**src/rtl/reward_v2.sv**
```systemverilog
// Response/packet-builder for an EER-RL clustered sensor node: assembles the
// outgoing packet fields, picks the transmit power and waits for the radio grant.
module reward_v2 #(
   parameter int WORD_WIDTH = 16,
   parameter int MEMREQ_TIMEOUT = 10,
   parameter logic [WORD_WIDTH-1:0] BROADCAST_ID = 16'hFFFF
) (
   input  logic                  clk,
   input  logic                  nrst,
   input  logic                  en,
   input  logic [WORD_WIDTH-1:0] myEnergy,
   input  logic                  iHaveData,
   input  logic                  okToSend,
   input  logic                  iAmDestination,
   input  logic [WORD_WIDTH-1:0] myNodeID,
   input  logic [WORD_WIDTH-1:0] hopsFromSink,
   input  logic [WORD_WIDTH-1:0] myQValue,
   input  logic                  role,
   input  logic                  low_E,
   input  logic [WORD_WIDTH-1:0] timeslot,
   input  logic [2:0]            fPacketType,
   input  logic [WORD_WIDTH-1:0] fSourceID,
   input  logic [WORD_WIDTH-1:0] fSourceHops,
   input  logic [WORD_WIDTH-1:0] fQValue,
   input  logic [WORD_WIDTH-1:0] fEnergyLeft,
   input  logic [WORD_WIDTH-1:0] fHopsFromCH,
   input  logic [WORD_WIDTH-1:0] fChosenCH,
   input  logic [WORD_WIDTH-1:0] chosenCH,
   input  logic [WORD_WIDTH-1:0] hopsFromCH,
   input  logic [WORD_WIDTH-1:0] chosenHop,
   input  logic [4:0]            neighborCount,
   input  logic [WORD_WIDTH-1:0] mNodeID,
   input  logic [WORD_WIDTH-1:0] mNodeHops,
   input  logic [WORD_WIDTH-1:0] mNodeQValue,
   input  logic [WORD_WIDTH-1:0] mNodeEnergy,
   input  logic [WORD_WIDTH-1:0] mNodeCHHops,
   output logic [WORD_WIDTH-1:0] rSourceID,
   output logic [WORD_WIDTH-1:0] rEnergyLeft,
   output logic [WORD_WIDTH-1:0] rQValue,
   output logic [WORD_WIDTH-1:0] rSourceHops,
   output logic [WORD_WIDTH-1:0] rDestinationID,
   output logic [WORD_WIDTH-1:0] rChosenCH,
   output logic [WORD_WIDTH-1:0] rHopsFromCH,
   output logic [2:0]            rPacketType,
   output logic [5:0]            rTimeslot,
   output logic [5:0]            nTableIndex_reward,
   output logic                  tx_setting,
   output logic                  reward_done
);

   localparam logic [2:0] IDLE    = 3'd0;
   localparam logic [2:0] BUILD   = 3'd1;
   localparam logic [2:0] LOOKUP  = 3'd2;
   localparam logic [2:0] WAIT_TX = 3'd3;
   localparam logic [2:0] TIMEOUT = 3'd4;
   localparam logic [2:0] DONE    = 3'd5;

   localparam logic [2:0] PT_HB      = 3'b000;
   localparam logic [2:0] PT_INV     = 3'b010;
   localparam logic [2:0] PT_MREQ    = 3'b011;
   localparam logic [2:0] PT_DATA    = 3'b101;
   localparam logic [2:0] PT_INVALID = 3'b111;

   localparam logic [1:0] KIND_DATA = 2'd0;
   localparam logic [1:0] KIND_HB   = 2'd1;
   localparam logic [1:0] KIND_INV  = 2'd2;
   localparam logic [1:0] KIND_MREQ = 2'd3;

   localparam logic [15:0] TIMEOUT_LAST = 16'(MEMREQ_TIMEOUT - 1);
   localparam logic [5:0]  NO_MATCH     = 6'h3F;

   logic [2:0]            state;
   logic [1:0]            kind;
   logic [15:0]           timeout_count;
   logic [WORD_WIDTH-1:0] inv_hops;
   logic                  last_entry;

   // Forwarded packet contents and most neighbor fields are not needed to build a reply.
   logic unused_inputs;
   assign unused_inputs = ^{fSourceID, fSourceHops, fQValue, fEnergyLeft, fChosenCH,
                            mNodeHops, mNodeQValue, mNodeEnergy, mNodeCHHops, timeslot[WORD_WIDTH-1:6]};

   assign inv_hops    = (fHopsFromCH == '1) ? fHopsFromCH : fHopsFromCH + WORD_WIDTH'(1);
   assign last_entry  = (nTableIndex_reward + 6'd1) >= {1'b0, neighborCount};
   assign reward_done = (state == DONE);

   always_ff @(posedge clk) begin
      if (nrst) begin
         state              <= IDLE;
         kind               <= KIND_HB;
         timeout_count      <= '0;
         rSourceID          <= '0;
         rEnergyLeft        <= '0;
         rQValue            <= '0;
         rSourceHops        <= '0;
         rDestinationID     <= '0;
         rChosenCH          <= '0;
         rHopsFromCH        <= '0;
         rPacketType        <= PT_INVALID;
         rTimeslot          <= '0;
         nTableIndex_reward <= '0;
         tx_setting         <= 1'b0;
      end else begin
         case (state)
            IDLE: begin
               if (en) begin
                  if (iHaveData || (iAmDestination && fPacketType == PT_DATA)) begin
                     kind  <= KIND_DATA;
                     state <= BUILD;
                  end else if (fPacketType == PT_HB) begin
                     kind  <= KIND_HB;
                     state <= BUILD;
                  end else if (fPacketType == PT_INV) begin
                     kind  <= KIND_INV;
                     state <= BUILD;
                  end else begin
                     state <= DONE;
                  end
               end
            end
            BUILD: begin
               rSourceID   <= myNodeID;
               rSourceHops <= hopsFromSink;
               rQValue     <= myQValue;
               rEnergyLeft <= myEnergy;
               rChosenCH   <= chosenCH;
               rHopsFromCH <= hopsFromCH;
               rTimeslot   <= timeslot[5:0];
               case (kind)
                  KIND_HB: begin
                     rPacketType    <= PT_HB;
                     rDestinationID <= BROADCAST_ID;
                     tx_setting     <= 1'b1;
                     state          <= low_E ? DONE : WAIT_TX;
                  end
                  KIND_INV: begin
                     rPacketType    <= PT_INV;
                     rDestinationID <= BROADCAST_ID;
                     rHopsFromCH    <= inv_hops;
                     tx_setting     <= 1'b1;
                     state          <= WAIT_TX;
                  end
                  default: begin
                     rPacketType        <= PT_DATA;
                     rDestinationID     <= chosenHop;
                     tx_setting         <= 1'b0;
                     nTableIndex_reward <= '0;
                     state              <= LOOKUP;
                  end
               endcase
            end
            // The table answers combinationally for the index presented this cycle.
            LOOKUP: begin
               if (neighborCount == 5'd0) begin
                  nTableIndex_reward <= NO_MATCH;
                  state              <= WAIT_TX;
               end else if (mNodeID == chosenHop) begin
                  state <= WAIT_TX;
               end else if (last_entry) begin
                  nTableIndex_reward <= NO_MATCH;
                  state              <= WAIT_TX;
               end else begin
                  nTableIndex_reward <= nTableIndex_reward + 6'd1;
               end
            end
            WAIT_TX: begin
               if (okToSend) begin
                  timeout_count <= '0;
                  state         <= (kind == KIND_INV) ? TIMEOUT : DONE;
               end
            end
            // A cluster head does not join anyone, so it skips the membership request.
            TIMEOUT: begin
               if (timeout_count == TIMEOUT_LAST) begin
                  if (role) begin
                     state <= DONE;
                  end else begin
                     kind           <= KIND_MREQ;
                     rPacketType    <= PT_MREQ;
                     rDestinationID <= chosenCH;
                     rHopsFromCH    <= hopsFromCH;
                     tx_setting     <= 1'b0;
                     state          <= WAIT_TX;
                  end
               end else begin
                  timeout_count <= timeout_count + 16'd1;
               end
            end
            DONE: state <= IDLE;
            default: state <= IDLE;
         endcase
      end
   end

endmodule

```
**config.mk**
```make
export PLATFORM = sky130hd
export DESIGN_NAME = reward_v2
export DESIGN_NICKNAME = d
export VERILOG_FILES = /design/src/rtl/reward_v2.sv
export SDC_FILE = /design/constraint.sdc
export NUM_CORES = 1
export LEC_CHECK = 0
export CAP_MARGIN = 20
export CORE_AREA = 2 2 174 176
export DETAILED_ROUTE_END_ITERATION = 8
export DIE_AREA = 0 0 176 178
export DONT_BUFFER_PORTS = 1
export GPL_TIMING_DRIVEN = 0
export SLEW_MARGIN = 20
export SYNTH_ARGS = -nofsm -noshare
export SYNTH_HDL_FRONTEND = slang
export SYNTH_SLANG_ARGS = --single-unit
```
**constraint.sdc**
```tcl
create_clock -name clk -period 3.6 [get_ports clk]
set_input_delay 0.72 -clock clk [delete_from_list [all_inputs] [get_ports clk]]
set_output_delay 0.72 -clock clk [all_outputs]
set_load 0.1 [all_outputs]
```
==> flow_metrics.py, run 1 <==
metrics = {
    "outcome": {
        "run_status": "completed",
    },
    "timing": {
        "timing.final.hold_violations": 0,
        "timing.slew.headroom_pct": 25.5,
        "maximum_achievable_frequency_mhz": 315,
        "final-setup-viol-count": 0,
        "timing.clock.skew_ns": 0.0123,
        "grt_setup_unrepaired": "no",
        "timing.final.crit_period_ns": 3.17,
        "fin_hold_ws_ns": 0.423,
        "final_total_negative_setup_slack_ns": 0,
        "maxSlewViolCount": 0,
        "tightest_slew_ns": 1.12,
        "post-route-period-util_pct": 88.2,
    },
    "routing": {
        "routed_via_density": 4.74,
        "routed_wire_length_per_instance_um": 18.6,
        "detailed_route_wire_length_um": 23700,
        "drcViolationCount": 0,
        "drtPass1Iterations": 4,
        "detailedRoute.firstIterationViolations": 250,
        "antenna_left": 0,
        "via_count": 6026,
    },
    "place": {
        "placed_wire_length_estimate_after_detailed_placement_um": 18600,
        "dp.cells": 1239,
        "place_congestion": 0.829,
        "dpl_cell_area_um2": 7240,
        "numPortBuffers": 0,
    },
    "power": {
        "share_seq_of_total_power_pct": 59.0,
        "power_frac_comb_pct": 20.5,
        "power.switching_fraction_pct": 58.2,
        "vdd_ir_drop_max_mv": 0.567,
        "clock_power_share_pct": 20.5,
        "switchingPower_w": 0.00538,
        "static_leakage_nw": 2.79,
        "power_per_standard_cell_area_nw_per_um2": 1180,
        "internal_portion_of_total_power_w": 0.00386,
    },
    "clocking": {
        "postcts_resize_cnt": 0,
        "holdBufCountCts": 0,
        "cts_buffers": 17,
        "post-cts-setup-buffer-count": 0,
        "clockRootBuffer": "sky130_fd_sc_hd__clkbuf_16",
        "clock_tree_from_tritoncts": "built",
        "max-clock-path-buffers": 2,
        "tritoncts_num_sinks": 149,
        "clk-insertion-delay-late_ns": 0.42,
        "clock_transition_at_the_registers_of_the_reported_paths_ns": 0.07,
        "htreeDepth": 4,
    },
    "floorplan": {
        "core_area_um2": 29400,
        "die-width_um": 176,
        "boundaryPins": 449,
        "fp.dieArea_um2": 31300,
        "num_rows": 63,
        "initial_utilization_pct": 23.0,
        "floorplan.die.height_um": 178,
    },
    "global_routing": {
        "gr-total-overflow": 0,
        "antenna_found_initial": 1,
        "first_global_vias": 5689,
        "grt_start_max_net_pins": 17,
        "grt_pass1_wl_um": 33800,
        "grt_usage_pct": 14.4,
    },
    "cells_and_area": {
        "fill_cells": 3222,
        "layout-drive-gt1-share_pct": 8.17,
        "syn_to_final_growth_pct": 16.4,
        "finalNetCount": 1199,
        "layout.cells.non_filler": 1272,
        "fin_area_um2": 7860,
    },
    "yosys": {
        "syn-num-nets": 1180,
        "synth_top_area_cell": "sky130_fd_sc_hd__dfxtp_1",
        "synth_top_cell_area_share_pct": 44.2,
        "post_synthesis_cell_count": 849,
        "synth_warnings": 0,
        "yosys-top-cells-area": "sky130_fd_sc_hd__dfxtp_1 (44%), sky130_fd_sc_hd__nand2_1 (11%), sky130_fd_sc_hd__a21oi_1 (8.7%)",
        "synth_edf_count": 0,
        "synth-async-reset-ratio_pct": 0,
        "synth_area_um2": 6750,
        "netlist-cell-type-count": 66,
        "yosys_register_bits": 149,
        "synthFlopType": "sky130_fd_sc_hd__dfxtp_1",
        "synth_area_per_cell_um2": 7.96,
        "synth.yosys.seq_area_share_pct": 44.2,
    },
    "setup_path": {
        "arrival_ns": 3.50,
        "crit_path_max_fanout": 6,
        "timing.setup.critical_path_class": "reg -> reg",
        "worstPathRequired_ns": 3.92,
        "critPathCaptureType": "flop",
        "worst-r2r-cell-count": 10,
        "timing.reg2reg.setup_slack_ns": 0.43,
        "crit_path_start_kind": "flop",
    },
    "hold_path": {
        "worst_hold_path.num_cells": 1,
        "hold_path_class": "in -> reg",
    },
    "flow_run": {
        "max_cap_violations": 0,
    },
}
## power groups by stage
stage / Combinational (W) / Clock, W / Sequential, W
global placement: 0.00188 / 0 / 0.00548
CTS: 0.00193 / 0.00196 / 0.00546
finish: 0.00190 / 0.00189 / 0.00545
global route: 0.00215 / 0.00202 / 0.00550
floorplan: 0.00141 / 0 / 0.00532
detailed placement: 0.00193 / 0 / 0.00548
## Yosys cell counts (3+ instances only)
cell type                    n
sky130_fd_sc_hd__nor4_1     20
sky130_fd_sc_hd__nand3_1    18
sky130_fd_sc_hd__nor3_1     23
sky130_fd_sc_hd__clkbuf_1   28
sky130_fd_sc_hd__a211oi_1    5
sky130_fd_sc_hd__buf_1       3
sky130_fd_sc_hd__mux2i_1     5
sky130_fd_sc_hd__o211ai_1   10
sky130_fd_sc_hd__and4_1      6
sky130_fd_sc_hd__inv_1      14
sky130_fd_sc_hd__buf_2      17
sky130_fd_sc_hd__nand4_1    14
sky130_fd_sc_hd__o21ai_0    26
sky130_fd_sc_hd__nand2b_1    3
sky130_fd_sc_hd__a31oi_1     4
sky130_fd_sc_hd__xor2_1     18
sky130_fd_sc_hd__xnor2_1    23
sky130_fd_sc_hd__dfxtp_1   149
sky130_fd_sc_hd__nand2_1   194
sky130_fd_sc_hd__and2_1      3
sky130_fd_sc_hd__and3_1     15
sky130_fd_sc_hd__a21oi_1   117
sky130_fd_sc_hd__ha_1       11
sky130_fd_sc_hd__nor2_1     71
sky130_fd_sc_hd__buf_6       5
## layer usage
layer	global-route usage, %	vias up	wire length, um
li1	-	2960	-
met1	15.6	2794	9180
met2	25.5	251	11700
met3	5.48	21	2350
met4	5.06	0	423
met5	0	-	0
## worst max-delay path, stage by stage (launching register included)
cell	delay [ns]
sky130_fd_sc_hd__dfxtp_1	1.06
sky130_fd_sc_hd__ha_1	0.38
sky130_fd_sc_hd__nand3_1	0.12
sky130_fd_sc_hd__xnor2_1	0.21
sky130_fd_sc_hd__ha_1	0.33
sky130_fd_sc_hd__o21ai_0	0.06
sky130_fd_sc_hd__o21ai_0	0.26
sky130_fd_sc_hd__or2_0	0.14
sky130_fd_sc_hd__buf_2	0.16
sky130_fd_sc_hd__o21ai_1	0.07
sky130_fd_sc_hd__a221oi_1	0.28
## area by class of cell
cell class	instances	area, um^2	area share (%)
multi-input cells	629	3440	43.7
well taps	390	488	6.21
flip-flops and latches	149	2980	37.9
diodes	1	2.50	0.0318
inverters	15	56.3	0.716
plain buffers	56	278	3.53
clock inverters	15	191	2.44
clock buffers	17	425	5.41
## state kept, by name (all words and copies together), names as in the netlist, 16 cells and up
register / cells
timeout_count: 16
rSourceID: 16
rEnergyLeft: 16
rSourceHops: 16
rChosenCH: 16
rDestinationID: 16
rHopsFromCH: 16
rQValue: 16
## stage by stage
step | util [%] | power, W | worst slack [ns]
2_1_floorplan | - | 0.00674 | 0.709
3_3_place_gp | 24.6 | 0.00736 | 0.405
3_5_place_dp | 24.6 | 0.00741 | 0.434
4_1_cts | 26.7 | 0.00935 | 0.411
5_1_grt | 26.7 | 0.00968 | 0.171
6_report | 26.7 | 0.00924 | 0.427
## path summary, 6_finish.rpt
check,end,from
max reg2reg,nTableIndex_reward[3],nTableIndex_reward[0]
max,nTableIndex_reward[3],nTableIndex_reward[0]
min,state[0],okToSend
min reg2reg,kind[0],kind[0]
## cell families (layout without fill, tap and decap cells)
family	count (synthesis)	after routing	synth area share (%)
adder cells (fa/ha/maj)	11	11	2.04
AND/OR/NAND/NOR	385	385	26.6
other	0	1	0
multiplexers	5	5	0.741
AO/OA/AOI/OAI	187	187	16.2
flip-flops	149	149	44.2
buffers and inverters	71	103	4.95
XOR/XNOR	41	41	5.32
## cells in the final DEF (no fill, tap or decap), types with 3 or more instances in the layout
| master | instances |
|---|---|
| sky130_fd_sc_hd__xor2_1 | 18 |
| sky130_fd_sc_hd__ha_1 | 11 |
| sky130_fd_sc_hd__nor2_1 | 71 |
| sky130_fd_sc_hd__clkbuf_16 | 17 |
| sky130_fd_sc_hd__nor4_1 | 20 |
| sky130_fd_sc_hd__mux2i_1 | 5 |
| sky130_fd_sc_hd__clkinvlp_4 | 4 |
| sky130_fd_sc_hd__clkbuf_1 | 28 |
| sky130_fd_sc_hd__nand3_1 | 18 |
| sky130_fd_sc_hd__xnor2_1 | 23 |
| sky130_fd_sc_hd__o21ai_0 | 26 |
| sky130_fd_sc_hd__buf_6 | 5 |
| sky130_fd_sc_hd__and2_1 | 3 |
| sky130_fd_sc_hd__nand2_1 | 194 |
| sky130_fd_sc_hd__a21oi_1 | 117 |
| sky130_fd_sc_hd__a31oi_1 | 4 |
| sky130_fd_sc_hd__o211ai_1 | 10 |
| sky130_fd_sc_hd__bufinv_16 | 3 |
| sky130_fd_sc_hd__nor3_1 | 23 |
| sky130_fd_sc_hd__inv_6 | 4 |
| sky130_fd_sc_hd__buf_1 | 3 |
| sky130_fd_sc_hd__nand2b_1 | 3 |
| sky130_fd_sc_hd__and4_1 | 6 |
| sky130_fd_sc_hd__and3_1 | 15 |
| sky130_fd_sc_hd__buf_2 | 17 |
| sky130_fd_sc_hd__nand4_1 | 14 |
| sky130_fd_sc_hd__inv_1 | 14 |
| sky130_fd_sc_hd__dfxtp_1 | 149 |
| sky130_fd_sc_hd__a211oi_1 | 5 |
No activity file was read; power rests on OpenSTA's default activity.
==> inputs of run 2 (changes only) <==
--- a/config.mk
+++ b/config.mk
@@ -11,6 +11,8 @@
 export DIE_AREA = 0 0 176 178
 export DONT_BUFFER_PORTS = 1
 export GPL_TIMING_DRIVEN = 0
+export MAX_ROUTING_LAYER = met4
+export SKIP_LAST_GASP = 1
 export SLEW_MARGIN = 20
 export SYNTH_ARGS = -nofsm -noshare
 export SYNTH_HDL_FRONTEND = slang
==> run 2 against run 1 <==
Against the previous run: fmax up 0.31%; worst hold slack better by 0.0031 ns; via count up 0.48%; utilization unchanged; critical path depth unchanged; final cell count unchanged; power about the same; final area unchanged; count of clock-buffer cells in the layout unchanged; setup slack better by 0.0098 ns; first-iteration DRC count up 6.4%; largest cell class unchanged.
==> flow_metrics.py, run 2 (same netlist as run 1, synthesis figures left out) <==
metrics = {
    "global_routing": {
        "grt_usage_pct": 14.7,
        "antenna_found_initial": 1,
        "grt_pass1_wl_um": 33700,
        "grt_start_max_net_pins": 17,
        "gr-total-overflow": 0,
        "first_global_vias": 5708,
    },
    "cells_and_area": {
        "layout-drive-gt1-share_pct": 8.17,
        "fill_cells": 3222,
        "commonest_non_fill_non_tap_cell_in_the_layout": "sky130_fd_sc_hd__nand2_1",
        "syn_to_final_growth_pct": 16.4,
        "finalNetCount": 1199,
        "most-common-layout-cells": "sky130_fd_sc_hd__nand2_1 (194), sky130_fd_sc_hd__dfxtp_1 (149), sky130_fd_sc_hd__a21oi_1 (117)",
        "fin_area_um2": 7860,
    },
    "timing": {
        "timing.clock.skew_ns": 0.0115,
        "maximum_achievable_frequency_mhz": 316,
        "timing.final.crit_period_ns": 3.16,
        "post-route-period-util_pct": 87.9,
        "final_total_negative_setup_slack_ns": 0,
        "maxSlewViolCount": 0,
        "timing.slew.headroom_pct": 25.7,
        "grt_setup_unrepaired": "no",
        "timing.final.hold_violations": 0,
        "tightest_slew_ns": 1.11,
        "final-setup-viol-count": 0,
    },
    "setup_path": {
        "worstPathRequired_ns": 3.92,
        "crit_path_max_fanout": 6,
        "arrival_ns": 3.49,
        "timing.setup.critical_path_class": "reg -> reg",
        "critPathCaptureType": "flop",
        "crit_path_start_kind": "flop",
    },
    "clocking": {
        "post-cts-setup-buffer-count": 0,
        "postcts_resize_cnt": 0,
        "clockRootBuffer": "sky130_fd_sc_hd__clkbuf_16",
        "holdBufCountCts": 0,
        "tritoncts_num_sinks": 149,
        "clock_transition_at_the_registers_of_the_reported_paths_ns": 0.07,
        "max-clock-path-buffers": 2,
        "clk-insertion-delay-late_ns": 0.42,
        "clock_tree_from_tritoncts": "built",
        "htreeDepth": 4,
        "cts_buffers": 17,
    },
    "floorplan": {
        "initial_utilization_pct": 23.0,
        "num_rows": 63,
        "boundaryPins": 449,
        "die-width_um": 176,
        "floorplan.die.height_um": 178,
        "core_area_um2": 29400,
        "fp.dieArea_um2": 31300,
    },
    "outcome": {
        "run_status": "completed",
    },
    "routing": {
        "routed_wire_length_per_instance_um": 18.6,
        "via_count": 6055,
        "drtPass1Iterations": 4,
        "detailed_route_wire_length_um": 23600,
        "drcViolationCount": 0,
        "routed_via_density": 4.76,
        "antenna_left": 0,
        "detailedRoute.firstIterationViolations": 266,
    },
    "flow_run": {
        "max_cap_violations": 0,
    },
    "place": {
        "placed_wire_length_estimate_after_detailed_placement_um": 18600,
        "numPortBuffers": 0,
        "dpl_cell_area_um2": 7240,
        "place_congestion": 0.842,
    },
    "power": {
        "power_per_standard_cell_area_nw_per_um2": 1180,
        "vdd_ir_drop_max_mv": 0.567,
        "static_leakage_nw": 2.79,
    },
    "hold_path": {
        "hold_path_class": "in -> reg",
    },
}
## run 2: metal layers
metal / vias up / track usage (%) / share of wire (%) / routed length (um)
met1: 2835 / 15.8 / 39 / 9310
met2: 236 / 25.5 / 50 / 11700
met5: - / - / 0 / 0
li1: 2960 / - / - / -
met4: 0 / 5.13 / 1.9 / 457
met3: 24 / 4.94 / 9.1 / 2160
## run 2: worst paths after layout
check,from,end,slack (ns),cells after the start
setup / recovery,nTableIndex_reward[0],nTableIndex_reward[3],0.44,10
hold / removal,okToSend,state[0],0.43,1
setup reg to reg,nTableIndex_reward[0],nTableIndex_reward[3],0.44,10
hold reg to reg,kind[0],kind[0],0.51,2
## run 2: area by class of cell
type | count | area (um^2) | area share, %
clock buffer | 17 | 425 | 5.41
inverter | 15 | 56.3 | 0.716
sequential | 149 | 2980 | 37.9
tap | 390 | 488 | 6.21
buffer | 56 | 278 | 3.53
antenna | 1 | 2.50 | 0.0318
clock inverter | 15 | 191 | 2.44
multi-input combinational | 629 | 3440 | 43.7
## run 2: stage by stage
stage / hold slack, ns / total power (W) / worst slack, ns / instances / utilization, %
2_1_floorplan: 0.470 / 0.00674 / 0.709 / 849 / -
3_3_place_gp: 0.499 / 0.00736 / 0.405 / 1239 / 24.6
3_5_place_dp: 0.506 / 0.00741 / 0.434 / 1239 / 24.6
4_1_cts: 0.394 / 0.00935 / 0.411 / 1271 / 26.7
5_1_grt: 0.410 / 0.00967 / 0.171 / 1272 / 26.7
6_report: 0.426 / 0.00924 / 0.436 / 1272 / 26.7
## run 2: critical path: stages, from the launching register on
cell and delay [ns]:
sky130_fd_sc_hd__dfxtp_1 1.06, sky130_fd_sc_hd__ha_1 0.38, sky130_fd_sc_hd__nand3_1 0.12, sky130_fd_sc_hd__xnor2_1 0.21
sky130_fd_sc_hd__ha_1 0.33, sky130_fd_sc_hd__o21ai_0 0.06, sky130_fd_sc_hd__o21ai_0 0.26, sky130_fd_sc_hd__or2_0 0.14
sky130_fd_sc_hd__buf_2 0.16, sky130_fd_sc_hd__o21ai_1 0.07, sky130_fd_sc_hd__a221oi_1 0.28
## run 2: power breakdown
group          total, W  internal (W)  switching [W]
Sequential      0.00545       0.00210        0.00335
Combinational   0.00190      0.000653        0.00125
Clock           0.00189       0.00111       0.000782
==> inputs of run 3 (changes only) <==
==> constraint.sdc (replaced) <==
create_clock -name clk -period 3.08 [get_ports clk]
set_input_delay 0.616 -clock clk [delete_from_list [all_inputs] [get_ports clk]]
set_output_delay 0.616 -clock clk [all_outputs]
set_load 0.1 [all_outputs]
==> run 3 against run 2 <==
Against the previous run: wire length did not move; critical path type unchanged; register-to-register slack got worse by 0.11 ns; via count did not move; critical path depth did not move.
==> flow_metrics.py, run 3 (same netlist as run 1, synthesis figures left out) <==
metrics = {
    "setup_path": {
        "timing.setup.critical_path_class": "reg -> reg",
        "crit_path_max_fanout": 6,
        "critPathCaptureType": "flop",
        "worstSetupStartpoint": "nTableIndex_reward[0]",
        "crit_path_start_kind": "flop",
        "r2r_startpoint": "nTableIndex_reward[0]",
        "arrival_ns": 3.08,
        "timing.reg2reg.setup_slack_ns": 0.32,
        "worstPathRequired_ns": 3.40,
    },
    "clocking": {
        "cts_buffers": 17,
        "max-clock-path-buffers": 2,
        "clockRootBuffer": "sky130_fd_sc_hd__clkbuf_16",
        "clk-insertion-delay-late_ns": 0.42,
        "clock_transition_at_the_registers_of_the_reported_paths_ns": 0.07,
        "post-cts-setup-buffer-count": 0,
        "postcts_resize_cnt": 2,
        "holdBufCountCts": 0,
        "clock_tree_from_tritoncts": "built",
        "htreeDepth": 4,
        "tritoncts_num_sinks": 149,
    },
    "global_routing": {
        "grt_pass1_wl_um": 33700,
        "gr-total-overflow": 0,
        "first_global_vias": 5708,
        "grt_usage_pct": 14.7,
        "antenna_found_initial": 1,
        "grt_start_max_net_pins": 17,
    },
    "floorplan": {
        "initial_utilization_pct": 23.0,
        "floorplan.die.height_um": 178,
        "boundaryPins": 449,
        "num_rows": 63,
        "die-width_um": 176,
        "core_area_um2": 29400,
        "fp.dieArea_um2": 31300,
    },
    "routing": {
        "drtPass1Iterations": 4,
        "drcViolationCount": 0,
        "routed_wire_length_per_instance_um": 18.6,
        "met3_length_um": 2160,
        "met2_length_um": 11700,
        "via_count": 6055,
        "detailed_route_wire_length_um": 23600,
        "routed_via_density": 4.76,
        "routed.top_layer": "met4",
        "antenna_left": 0,
        "detailedRoute.firstIterationViolations": 266,
        "wl_met1_um": 9310,
    },
    "timing": {
        "maximum_achievable_frequency_mhz": 363,
        "grt_setup_unrepaired": "no",
        "post-route-period-util_pct": 89.5,
        "timing.final.hold_violations": 0,
        "finalWorstSetupSlack_ns": 0.322,
        "tightest_slew_ns": 1.11,
        "fin_hold_ws_ns": 0.322,
        "timing.clock.skew_ns": 0.0115,
        "final-setup-viol-count": 0,
        "timing.slew.headroom_pct": 25.7,
        "timing.final.crit_period_ns": 2.76,
        "maxSlewViolCount": 0,
        "final_total_negative_setup_slack_ns": 0,
    },
    "cells_and_area": {
        "finalNetCount": 1199,
        "syn_to_final_growth_pct": 16.5,
        "fin_area_um2": 7870,
        "layout-drive-gt1-share_pct": 8.63,
        "fill_cells": 3219,
        "commonest_non_fill_non_tap_cell_in_the_layout": "sky130_fd_sc_hd__nand2_1",
        "finish.utilization_pct": 26.8,
        "most-common-layout-cells": "sky130_fd_sc_hd__nand2_1 (194), sky130_fd_sc_hd__dfxtp_1 (145), sky130_fd_sc_hd__a21oi_1 (117)",
    },
    "place": {
        "numPortBuffers": 0,
        "place_congestion": 0.842,
        "dpl_cell_area_um2": 7240,
        "placed_wire_length_estimate_after_detailed_placement_um": 18600,
        "dp_slack_ns": -0.0859,
    },
    "power": {
        "share_seq_of_total_power_pct": 59.0,
        "internal_portion_of_total_power_w": 0.00451,
        "static_leakage_nw": 2.79,
        "power_per_standard_cell_area_nw_per_um2": 1370,
        "vdd_ir_drop_max_mv": 0.663,
        "clock_power_share_pct": 20.5,
        "power_frac_comb_pct": 20.5,
        "switchingPower_w": 0.00629,
        "power.switching_fraction_pct": 58.2,
    },
    "hold_path": {
        "min_from": "okToSend",
        "hold_path_class": "in -> reg",
    },
    "outcome": {
        "run_status": "completed",
    },
    "flow_run": {
        "max_cap_violations": 0,
    },
}
==> run 3: cell count changes in the layout (fill, tap and decap cells not counted) <==
cell                      before  now
sky130_fd_sc_hd__dfxtp_1     149  145
sky130_fd_sc_hd__dfxtp_2       0    4
==> run 3: metal layers <==
layer	GRT usage (%)	vias up
li1	-	2960
met1	15.8	2835
met2	25.5	236
met3	4.94	24
met4	5.13	0
met5	-	-
==> run 3: metrics by stage <==
stage / instances / power, W
after floorplan: 849 / 0.00788
after global placement: 1239 / 0.00860
after detailed placement: 1239 / 0.00866
after CTS: 1271 / 0.0109
after global routing: 1272 / 0.0113
final: 1272 / 0.0108
==> run 3: worst paths after layout <==
kind,end,depth (start not counted)
max,nTableIndex_reward[3],10
min,state[0],1
max reg2reg,nTableIndex_reward[3],10
min reg2reg,kind[0],2
==> run 3: power groups by stage <==
stage	logic (W)	registers (W)	clock network [W]
finish	0.00222	0.00637	0.00221
global route	0.00251	0.00644	0.00236
CTS	0.00226	0.00638	0.00229
detailed placement	0.00225	0.00641	0
global placement	0.00220	0.00640	0
floorplan	0.00165	0.00622	0
==> run 3: area by class of cell <==
cell class	count	area [um^2]	area share [%]
antenna	1	2.50	0.0318
buffer	56	278	3.53
clock buffer	17	425	5.41
clock inverter	15	191	2.43
inverter	15	56.3	0.716
multi-input combinational	629	3440	43.7
sequential	149	2990	38.0
tap	390	488	6.20
==> run 3: worst max-delay path: stages, from the launching register on <==
cell and delay [ns]:
sky130_fd_sc_hd__dfxtp_2 0.71, sky130_fd_sc_hd__ha_1 0.34, sky130_fd_sc_hd__nand3_1 0.11, sky130_fd_sc_hd__xnor2_1 0.19
sky130_fd_sc_hd__ha_1 0.33, sky130_fd_sc_hd__o21ai_0 0.06, sky130_fd_sc_hd__o21ai_0 0.26, sky130_fd_sc_hd__or2_0 0.14
sky130_fd_sc_hd__buf_2 0.16, sky130_fd_sc_hd__o21ai_1 0.07, sky130_fd_sc_hd__a221oi_1 0.28
